## config.mk

```make
export PLATFORM = sky130hd
export DESIGN_NAME = instruction_encoder_flat
export DESIGN_NICKNAME = d
export VERILOG_FILES = /design/src/rtl/instruction_encoder_if.sv /design/src/rtl/instruction_encoder.sv /design/src/flat_wrapper.sv
export SDC_FILE = /design/constraint.sdc
export NUM_CORES = 1
export LEC_CHECK = 0
export BUFFER_PORTS_ARGS = -buffer_cell sky130_fd_sc_hd__buf_2
export CORE_ASPECT_RATIO = 2
export CORE_UTILIZATION = 30
export DETAILED_ROUTE_END_ITERATION = 10
export GPL_ROUTABILITY_DRIVEN = 0
export HOLD_SLACK_MARGIN = 0.12
export PLACE_DENSITY = 0.46
export SLEW_MARGIN = 20
export SYNTH_ARGS = -nofsm -noshare
export SYNTH_HDL_FRONTEND = slang
export SYNTH_SLANG_ARGS = --single-unit
```

## constraint.sdc

```tcl
create_clock -name clock -period 6.86 [get_ports clock]
set_input_delay 0.686 -clock clock [delete_from_list [all_inputs] [get_ports clock]]
set_output_delay 0.686 -clock clock [all_outputs]
set_load 0.01 [all_outputs]
```

## src/rtl/instruction_encoder_if.sv

```systemverilog
// Field-set input / instruction-word output bundle for instruction_encoder.
// The master side drives field sets and takes encoded words; the slave side is the encoder.
interface instruction_encoder_if #(
    parameter int ID_WIDTH       = 7,
    parameter int REGISTER_WIDTH = 4,
    parameter int OFFSET_WIDTH   = 12,
    parameter int ADDRESS_WIDTH  = 16
);
    logic                      in_valid;
    logic                      in_ready;
    logic [ID_WIDTH-1:0]       ID;
    logic [REGISTER_WIDTH-1:0] RegD;
    logic [REGISTER_WIDTH-1:0] RegA;
    logic [REGISTER_WIDTH-1:0] RegB;
    logic [OFFSET_WIDTH-1:0]   Offset;
    logic [REGISTER_WIDTH:0]   branch_condition;
    logic [ADDRESS_WIDTH-1:0]  start_address;
    logic                      address_load;
    logic                      out_valid;
    logic                      out_ready;
    logic [15:0]               out_word;
    logic [ADDRESS_WIDTH-1:0]  out_address;
    logic                      error;
    logic [ID_WIDTH-1:0]       error_id;

    modport master (
        output in_valid, ID, RegD, RegA, RegB, Offset, branch_condition,
               start_address, address_load, out_ready,
        input  in_ready, out_valid, out_word, out_address, error, error_id
    );

    modport slave (
        input  in_valid, ID, RegD, RegA, RegB, Offset, branch_condition,
               start_address, address_load, out_ready,
        output in_ready, out_valid, out_word, out_address, error, error_id
    );
endinterface

```

## src/rtl/instruction_encoder.sv

```systemverilog
// Re-encodes decoded micro-op fields into 16-bit ARMAria words with a sequential write address.
// Define ENCODER_FIELD_CHECK_EN to also reject field sets whose values overflow their encoded fields.
module instruction_encoder #(
    parameter int ID_WIDTH       = 7,
    parameter int REGISTER_WIDTH = 4,
    parameter int OFFSET_WIDTH   = 12,
    parameter int ADDRESS_WIDTH  = 16
) (
    input  logic                  clock,
    input  logic                  reset,
    instruction_encoder_if.slave  bus
);
    logic [ADDRESS_WIDTH-1:0] count, count_next;
    logic                     out_valid;
    logic [15:0]              out_word;
    logic [ADDRESS_WIDTH-1:0] out_address;
    logic                     error;
    logic [ID_WIDTH-1:0]      error_id;

    logic [31:0] idv;
    logic [3:0]  sub;
    logic [2:0]  rd, ra, rb, x;
    logic [7:0]  off;
    logic [15:0] word;
    logic        known, bad_field, ok;
    logic        use_rd, use_ra, use_rb, use_bc;
    logic [3:0]  off_w;
    logic        accept, out_xfer;

    assign idv = 32'(bus.ID);
    assign rd  = bus.RegD[2:0];
    assign ra  = bus.RegA[2:0];
    assign rb  = bus.RegB[2:0];
    assign off = bus.Offset[7:0];

    always_comb begin
        word   = '0;
        known  = 1'b1;
        use_rd = 1'b0;
        use_ra = 1'b0;
        use_rb = 1'b0;
        use_bc = 1'b0;
        off_w  = 4'd0;
        sub    = '0;
        x      = '0;
        case (idv) inside
            32'd1, 32'd2: begin
                word = {4'h0, idv == 32'd2, off[4:0], ra, rd};
                use_ra = 1'b1; use_rd = 1'b1; off_w = 4'd5;
            end
            32'd3: begin
                word = {4'h1, 1'b0, off[4:0], ra, rd};
                use_ra = 1'b1; use_rd = 1'b1; off_w = 4'd5;
            end
            [32'd4:32'd7]: begin
                // IDs 4/5 take a register operand, 6/7 a 3-bit immediate in the same slot
                sub = 4'(idv - 32'd4);
                x   = (idv < 32'd6) ? rb : off[2:0];
                word = {4'h1, 1'b1, sub[1:0], x, ra, rd};
                use_rb = (idv < 32'd6); use_ra = 1'b1; use_rd = 1'b1;
                off_w  = (idv < 32'd6) ? 4'd0 : 4'd3;
            end
            [32'd8:32'd11]: begin
                sub = 4'(idv - 32'd8);
                word = {4'h2 + {3'b0, sub[1]}, idv[0], rd, off};
                use_rd = 1'b1; off_w = 4'd8;
            end
            [32'd12:32'd27]: begin
                sub = 4'(idv - 32'd12);
                word = {4'h4, 2'b00, sub, rb, rd};
                use_rb = 1'b1; use_rd = 1'b1;
            end
            [32'd28:32'd30]: begin
                sub = 4'(idv - 32'd27);
                word = {8'h44, sub[1:0], rb, rd};
                use_rb = 1'b1; use_rd = 1'b1;
            end
            [32'd31:32'd33]: begin
                sub = 4'(idv - 32'd30);
                word = {8'h45, sub[1:0], rb, rd};
                use_rb = 1'b1; use_rd = 1'b1;
            end
            [32'd34:32'd37]: begin
                sub = 4'(idv - 32'd34);
                word = {8'h46, sub[1:0], rb, rd};
                use_rb = 1'b1; use_rd = 1'b1;
            end
            32'd38: begin
                word = {8'h47, bus.branch_condition[3:0], 1'b0, rb};
                use_rb = 1'b1; use_bc = 1'b1;
            end
            32'd76: begin
                word = {8'h47, 4'hF, 1'b0, rb};
                use_rb = 1'b1;
            end
            32'd39: begin
                word = {4'h4, 1'b1, rd, off};
                use_rd = 1'b1; off_w = 4'd8;
            end
            [32'd40:32'd47]: begin
                sub = 4'(idv - 32'd40);
                word = {4'h5, sub[2:0], rb, ra, rd};
                use_rb = 1'b1; use_ra = 1'b1; use_rd = 1'b1;
            end
            [32'd48:32'd53]: begin
                sub = 4'(idv - 32'd48);
                word = {4'h6 + {2'b0, sub[2:1]}, idv[0], off[4:0], ra, rd};
                use_ra = 1'b1; use_rd = 1'b1; off_w = 4'd5;
            end
            [32'd54:32'd57]: begin
                sub = 4'(idv - 32'd54);
                word = {4'h9 + {3'b0, sub[1]}, idv[0], rd, off};
                use_rd = 1'b1; off_w = 4'd8;
            end
            32'd58: word = 16'hB000;
            [32'd59:32'd62]: begin
                sub = 4'(idv - 32'd59);
                word = {8'hB2, sub[1:0], rb, rd};
                use_rb = 1'b1; use_rd = 1'b1;
            end
            [32'd63:32'd66]: begin
                sub = 4'(idv - 32'd63);
                word = {8'hBA, sub[1:0], rb, rd};
                use_rb = 1'b1; use_rd = 1'b1;
            end
            32'd67: begin word = 16'hB400 | {13'b0, rd}; use_rd = 1'b1; end
            32'd68: begin word = 16'hBD00 | {13'b0, rd}; use_rd = 1'b1; end
            32'd69: begin word = 16'hBE00 | {13'b0, rd}; use_rd = 1'b1; end
            32'd70: word = 16'hBE40;
            32'd71: begin word = 16'hBE80 | {13'b0, rd}; use_rd = 1'b1; end
            32'd72: word = 16'hC000;
            32'd73: begin
                word = {4'hD, bus.branch_condition[3:0], off};
                use_bc = 1'b1; off_w = 4'd8;
            end
            32'd74: word = 16'hE000;
            32'd75, 32'd77: word = 16'hE800;
            32'd100: word = 16'hFFFF;
            default: known = 1'b0;
        endcase
    end

`ifdef ENCODER_FIELD_CHECK_EN
    assign bad_field = (use_rd && ((bus.RegD >> 3) != '0))
                    || (use_ra && ((bus.RegA >> 3) != '0))
                    || (use_rb && ((bus.RegB >> 3) != '0))
                    || ((off_w != 4'd0) && ((bus.Offset >> off_w) != '0))
                    || (use_bc && bus.branch_condition[REGISTER_WIDTH]);
`else
    logic unused_fields;
    assign unused_fields = ^{use_rd, use_ra, use_rb, use_bc, off_w,
                             bus.RegD, bus.RegA, bus.RegB, bus.Offset, bus.branch_condition};
    assign bad_field = 1'b0;
`endif

    assign ok       = known && !bad_field;
    assign accept   = bus.in_valid && bus.in_ready;
    assign out_xfer = out_valid && bus.out_ready;

    // A word's address is the counter value it will hold while it waits in the output register.
    always_comb begin
        count_next = count;
        if (bus.address_load)
            count_next = bus.start_address;
        else if (out_xfer)
            count_next = count + ADDRESS_WIDTH'(1);
    end

    always_ff @(posedge clock) begin
        if (reset) begin
            count       <= '0;
            out_valid   <= 1'b0;
            out_word    <= '0;
            out_address <= '0;
            error       <= 1'b0;
            error_id    <= '0;
        end else begin
            count <= count_next;
            if (accept && ok) begin
                out_valid   <= 1'b1;
                out_word    <= word;
                out_address <= count_next;
            end else if (out_xfer) begin
                out_valid <= 1'b0;
            end
            if (accept && !ok) begin
                error <= 1'b1;
                if (!error)
                    error_id <= bus.ID;
            end
        end
    end

    assign bus.in_ready    = !out_valid || bus.out_ready;
    assign bus.out_valid   = out_valid;
    assign bus.out_word    = out_word;
    assign bus.out_address = out_address;
    assign bus.error       = error;
    assign bus.error_id    = error_id;
endmodule

```

## src/flat_wrapper.sv

```systemverilog
// flat-port wrapper written by rule: the top's interface ports become plain ports
module instruction_encoder_flat 
#(
    parameter int ID_WIDTH       = 7,
    parameter int REGISTER_WIDTH = 4,
    parameter int OFFSET_WIDTH   = 12,
    parameter int ADDRESS_WIDTH  = 16
)
  (clock, reset, bus_in_valid, bus_ID, bus_RegD, bus_RegA, bus_RegB, bus_Offset, bus_branch_condition, bus_start_address, bus_address_load, bus_out_ready, bus_in_ready, bus_out_valid, bus_out_word, bus_out_address, bus_error, bus_error_id);
  instruction_encoder_if #(.ID_WIDTH(ID_WIDTH), .REGISTER_WIDTH(REGISTER_WIDTH), .OFFSET_WIDTH(OFFSET_WIDTH), .ADDRESS_WIDTH(ADDRESS_WIDTH)) bus_i ();
  input  logic clock;
  input  logic reset;
  input wire logic [$bits(bus_i.in_valid)-1:0] bus_in_valid;
  input wire logic [$bits(bus_i.ID)-1:0] bus_ID;
  input wire logic [$bits(bus_i.RegD)-1:0] bus_RegD;
  input wire logic [$bits(bus_i.RegA)-1:0] bus_RegA;
  input wire logic [$bits(bus_i.RegB)-1:0] bus_RegB;
  input wire logic [$bits(bus_i.Offset)-1:0] bus_Offset;
  input wire logic [$bits(bus_i.branch_condition)-1:0] bus_branch_condition;
  input wire logic [$bits(bus_i.start_address)-1:0] bus_start_address;
  input wire logic [$bits(bus_i.address_load)-1:0] bus_address_load;
  input wire logic [$bits(bus_i.out_ready)-1:0] bus_out_ready;
  output wire logic [$bits(bus_i.in_ready)-1:0] bus_in_ready;
  output wire logic [$bits(bus_i.out_valid)-1:0] bus_out_valid;
  output wire logic [$bits(bus_i.out_word)-1:0] bus_out_word;
  output wire logic [$bits(bus_i.out_address)-1:0] bus_out_address;
  output wire logic [$bits(bus_i.error)-1:0] bus_error;
  output wire logic [$bits(bus_i.error_id)-1:0] bus_error_id;
  assign bus_i.in_valid = bus_in_valid;
  assign bus_i.ID = bus_ID;
  assign bus_i.RegD = bus_RegD;
  assign bus_i.RegA = bus_RegA;
  assign bus_i.RegB = bus_RegB;
  assign bus_i.Offset = bus_Offset;
  assign bus_i.branch_condition = bus_branch_condition;
  assign bus_i.start_address = bus_start_address;
  assign bus_i.address_load = bus_address_load;
  assign bus_i.out_ready = bus_out_ready;
  assign bus_in_ready = bus_i.in_ready;
  assign bus_out_valid = bus_i.out_valid;
  assign bus_out_word = bus_i.out_word;
  assign bus_out_address = bus_i.out_address;
  assign bus_error = bus_i.error;
  assign bus_error_id = bus_i.error_id;
  instruction_encoder #(.ID_WIDTH(ID_WIDTH), .REGISTER_WIDTH(REGISTER_WIDTH), .OFFSET_WIDTH(OFFSET_WIDTH), .ADDRESS_WIDTH(ADDRESS_WIDTH)) u_core (.clock(clock), .reset(reset), .bus(bus_i));
endmodule
```

After elaboration in Yosys (flattened, before gate mapping)
Index checks and enable logic that the tools add are counted.

storage, ports and cells
  register bits after elaboration = 57
  input bits = 57
  word-level logic and storage cells = 144

cells by class
  add/sub/neg operators = 15
  order comparisons = 23
  eq/ne operators = 18
  muxes and demuxes = 59
  bitwise operators = 1
  reduce and logical (&&, ||, !) cells = 22

operators by type and width
  operator               number
  $mux 16                29
  $eq 7x7->1 const B     12
  $ge 7x6->1 const B     6
  $le 7x6->1 const B     6
  $mux 1                 29
  $eq 7x6->1 const B     3
  $add 16x1->16 const B  1
  $logic_and 1x1->1      15
  $eq 7x2->1 const B     2
  $ge 7x4->1 const B     2
  $ge 7x5->1 const B     2
  $le 7x5->1 const B     2
  $sub 2x2->2 const B    6
  $eq 7x1->1 const B     1
  $ge 7x3->1 const B     1
  $le 7x3->1 const B     1
  $le 7x4->1 const B     1
  $le 7x7->1 const B     1
  $lt 7x3->1 const B     1
  $sub 3x1->3 const B    2
  $add 3x2->4 const A    1
  $add 4x1->4 const A    1
  $reduce_or 2->1        2
  $sub 2x1->2 const B    2
  other kinds (8)        9

Depth between registers and ports, before layout
  depth after elaboration = 31
  mapped depth = 14

Least setup slack after synthesis
OpenSTA, ideal clock, no wires.

  path type = input -> register
  start = input bus_ID[1]
  end = register u_core.out_word[3], in the netlist u_core.bus.out_word[3]
  arrival time = 3.006 ns
  required time = 6.733 ns
  path slack = 3.727 ns
  stages on the path = 13
  path buffers = 4
  cell sequence = clkbuf_8 > clkbuf_8 > inv_1 > ha_1 > clkbuf_1 > a21boi_0 > a221oi_1 > nand2_1 > and3_1 > buf_6 > mux2_1 > a221oi_1 > a31oi_1

on the way
  word-level cells in the longest chain between the ends = 29
  elaborated cells between the ends (all ways) = 108
  those cells by class = 22 x order compare; 18 x eq/ne; 54 x mux; 14 x reduce/logical

RTL lines
  element                                           RTL line                    RTL
  start, declared                                   flat_wrapper.sv:14          input wire logic [$bits(bus_i.ID)-1:0] bus_ID;
  $eq 7x7->1 (no source line)                       n/a
  $mux 1 / $reduce_or 2->1 (equally long branches)  instruction_encoder.sv:46   case (idv) inside
  $mux 1 (26 in a row)                              instruction_encoder.sv:46
  $logic_and 1x1->1                                 instruction_encoder.sv:179  if (accept && ok) begin
  end signal, assigned                              instruction_encoder.sv:181  out_word <= word;
  end, declared                                     instruction_encoder.sv:15   logic [15:0] out_word;

Parallel ways exist; a longest one is shown, timed or not.
A chain may end at the register's enable or synchronous reset.

Final worst setup path
  start = input bus_ID[2]
  end = register u_core.out_word[0], in the netlist u_core.bus.out_word[0]

The elaborated chain is that of the path after synthesis.

==> impl_metrics.toml <==
[drt]
viasPerCell = 6.11
drtAntennaViolNets = 0
post_drt_wl_per_cell_um = 22.6
vias = 5422
wl_um = 20100
post-route-drc-count = 0
drtIter0Drc = 371
drtPass1Iterations = 6

[clocking]
cts_tree = "done"
clk_latency_ns = 0.33
cts_made_buffers = 9
clk_pin_slew_ns = 0.05
clock_sinks = 57
hold_buffers = 0
clock_path_buffers = 2
cts_resized = 0
h-tree-depth = 3
cts_setup_buffers = 0
cts-root-buf = "clkbuf_16"

[power]
power_frac_seq = 0.353
p_sw_mw = 0.337
p_comb_frac = 0.245
pwr_density_cell_nw_per_um2 = 191
clkPwrFrac = 0.403
swShare = 0.319
ir_drop_v = 0.000157
p_int_mw = 0.719
power.leakage_nw = 2.21

[yosys]
synth_nets = 694
synth-edff-count = 0
ys_ff_latch = 57
ys_warn_count = 0
synth_top_area_frac = 0.234
synth.area.top_cells = "dfxtp_1, nor2_1, a21oi_1, nand2_1, o21ai_0"
yosys.area.top_type = "dfxtp_1"
async_reset_ff_frac = 0
syn_area_per_cell_sq_um = 7.75
syn_area_sq_um = 4870
postSynthCellCount = 628
yosysSeqAreaShare = 0.234
yosysUniqueCellTypes = 95
synth_ff_type = "dfxtp_1"

[finish]
design_area_sq_um = 5530
area_growth_syn_to_layout_pct = 13.6
antenna_cells = 0
nNetsFinal = 749
drive_gt1_frac = 0.202

[run]
maxCapViolations = 0

[global_route]
grt-ovfl-total = 0
antenna_found_initial = 0
met2_usage = 0.451
grt_max_degree = 47
use_met3 = 0.0429
busiest_layer = "met2"
grtUsageTotal = 0.242
grt_pass1_wl_um = 30900
grt_pass1_vias = 5336
use_met1 = 0.244

[placement]
post_dp_cell_area_sq_um = 5240
dpl.hpwl_um = 15100
numPortBuffers = 90

[floorplan]
start_util = 0.309
num_rows = 65
die_w_um = 92.1
io_pins = 99
dieArea_sq_um = 16800
fp.dieH_um = 182
coreArea_sq_um = 15800

[setup_path]
start_kind = "input pin"
critPathLaunch = "bus_ID[2]"
cp_max_fo = 24
crit_arrival_ns = 4.08
endpoint_kind = "flip-flop"
reg2reg_from = "u_core.bus.out_valid$_SDFFE_PP0P_"
timing.reg2reg.setup_slack_ns = 4.63
cp.required_ns = 7.01
criticalPathCategory = "input pin to flip-flop"

[timing]
max_freq_ghz = 0.254
fin_setup_tns_ns = 0
max_slew_margin = 0.405
post-route-period-util = 0.573
setup_viol = 0
maxSlewViolCount = 0
grt_setup_unrepaired = "false"
finalClockSkew_ns = 0.00955
period_needed_ns = 3.93
hold_viol = 0
worstMarginPinSlew_ns = 0.878

[status]
status = "finished clean"

[min_path]
worstHoldPathType = "flip-flop to flip-flop"
hp-start = "u_core.bus.out_address[11]$_SDFFE_PP0P_"
==> cells in the mapped netlist (4+ instances only) <==
master    count
nor2_1       61
o21ai_0      34
o21ai_1       7
o21a_1       16
nand4_1      14
buf_4         6
nand2b_1      6
nand3_1      26
a211oi_1      5
o211a_1       4
xnor2_1       5
dfxtp_1      57
buf_2         6
a22oi_1       4
buf_6         8
and3_1        9
a31oi_1      12
o41ai_2       5
or3_1        10
nor3_1       13
a21oi_1      45
o211ai_1      8
and2_1       18
ha_1          9
and4_1        4
nor4_1        7
xor2_1        8
clkbuf_1     18
nand2_1      59
o221ai_1      5
clkbuf_8      7
a221oi_1     13
o22ai_1       4
a21o_1        5
mux2i_1      12
inv_1         8
==> worst paths after layout <==
kind / end / depth (start not counted)
worst max register to register: u_core.bus.out_address[15]$_SDFFE_PP0P_ / 6
worst min-delay path: u_core.bus.out_address[11]$_SDFFE_PP0P_ / 2
worst max-delay path: u_core.bus.out_word[0]$_SDFFE_PP0P_ / 10
worst min register to register: u_core.bus.out_address[11]$_SDFFE_PP0P_ / 2
==> sequential cells by signal, indices dropped and copies added, names as in the netlist <==
signal and cells:
u_core.bus.out_address 16, u_core.bus.error 1, u_core.count 16, u_core.bus.error_id 7, u_core.bus.out_word 16, u_core.bus.out_valid 1
==> cell type report <==
| type | count | area (sq um) |
|---|---|---|
| clock buffer | 13 | 270 |
| clock inverter | 2 | 12.5 |
| fill | 1738 | 10200 |
| inverter | 9 | 33.8 |
| multi-input combinational | 512 | 3340 |
| sequential | 57 | 1140 |
| tap | 201 | 251 |
| timing repair buffer | 94 | 480 |
==> cells by family after synthesis <==
family | after synthesis | share of synthesized area
DFF | 57 | 0.234
and+or+nand+nor | 263 | 0.295
buffers and inverters | 59 | 0.0815
adders and majority gates | 9 | 0.0231
AOI/OAI and AO/OA | 213 | 0.314
xor gates and xnor gates | 13 | 0.0234
muxes | 14 | 0.0293
==> metrics by stage <==
| stage | instances | total power [mW] | setup WS [ns] | util | hold WS [ns] |
|---|---|---|---|---|---|
| detailed placement | 873 | 0.631 | 2.32 | 0.332 | 0.443 |
| global route | 888 | 1.10 | 2.70 | 0.351 | 0.475 |
| floorplan | 628 | 0.551 | 3.73 | - | 0.476 |
| global placement | 873 | 0.628 | 2.39 | 0.332 | 0.442 |
| finish | 888 | 1.06 | 2.93 | 0.351 | 0.456 |
| CTS | 888 | 1.06 | 2.66 | 0.350 | 0.457 |
==> power groups by stage <==
stage | Clock [mW] | Sequential (mW) | Combinational (mW)
after floorplan | 0 | 0.385 | 0.166
after global placement | 0 | 0.378 | 0.250
after detailed placement | 0 | 0.379 | 0.252
after CTS | 0.435 | 0.373 | 0.253
after global routing | 0.449 | 0.376 | 0.278
final | 0.425 | 0.372 | 0.258
==> layout by cell type (no fill, tap or decap), types with 4 or more instances in the layout <==
cell type   n
nand2b_1    6
nor3_1     13
a21oi_1    45
clkbuf_16   9
dfxtp_1    57
nor4_1      7
o22ai_1     4
o21ai_0    34
a31oi_1    12
mux2i_1    12
o21a_1     16
nand4_1    14
o221ai_1    5
and4_1      4
buf_2      90
buf_4       4
o211ai_1    8
inv_1       8
ha_1        9
a221oi_1   13
xor2_1      8
a211oi_1    5
xnor2_1     5
and3_1      9
nand3_1    26
nand2_1    59
a21o_1      5
or3_1      10
o21ai_1     7
o41ai_2     5
nor2_1     61
a22oi_1     4
o211a_1     4
and2_1     18
==> critical path, stage by stage <==
cell and delay, ns:
buf_2 0.33, inv_1 0.17, ha_1 0.46, a21boi_1 0.35, a21oi_2 0.13, nor3_1 0.45, and3_1 0.60, a41oi_4 0.51
o21ai_0 0.31, a31oi_1 0.08
==> per-layer routing <==
metal  wire length [um]  up-vias
met4               1390        0
met5                  0        -
li1                   -     2482
met1               6850     2542
met3               1200       93
met2              10600      305
Note: power is estimated with default switching activity, not from simulation.
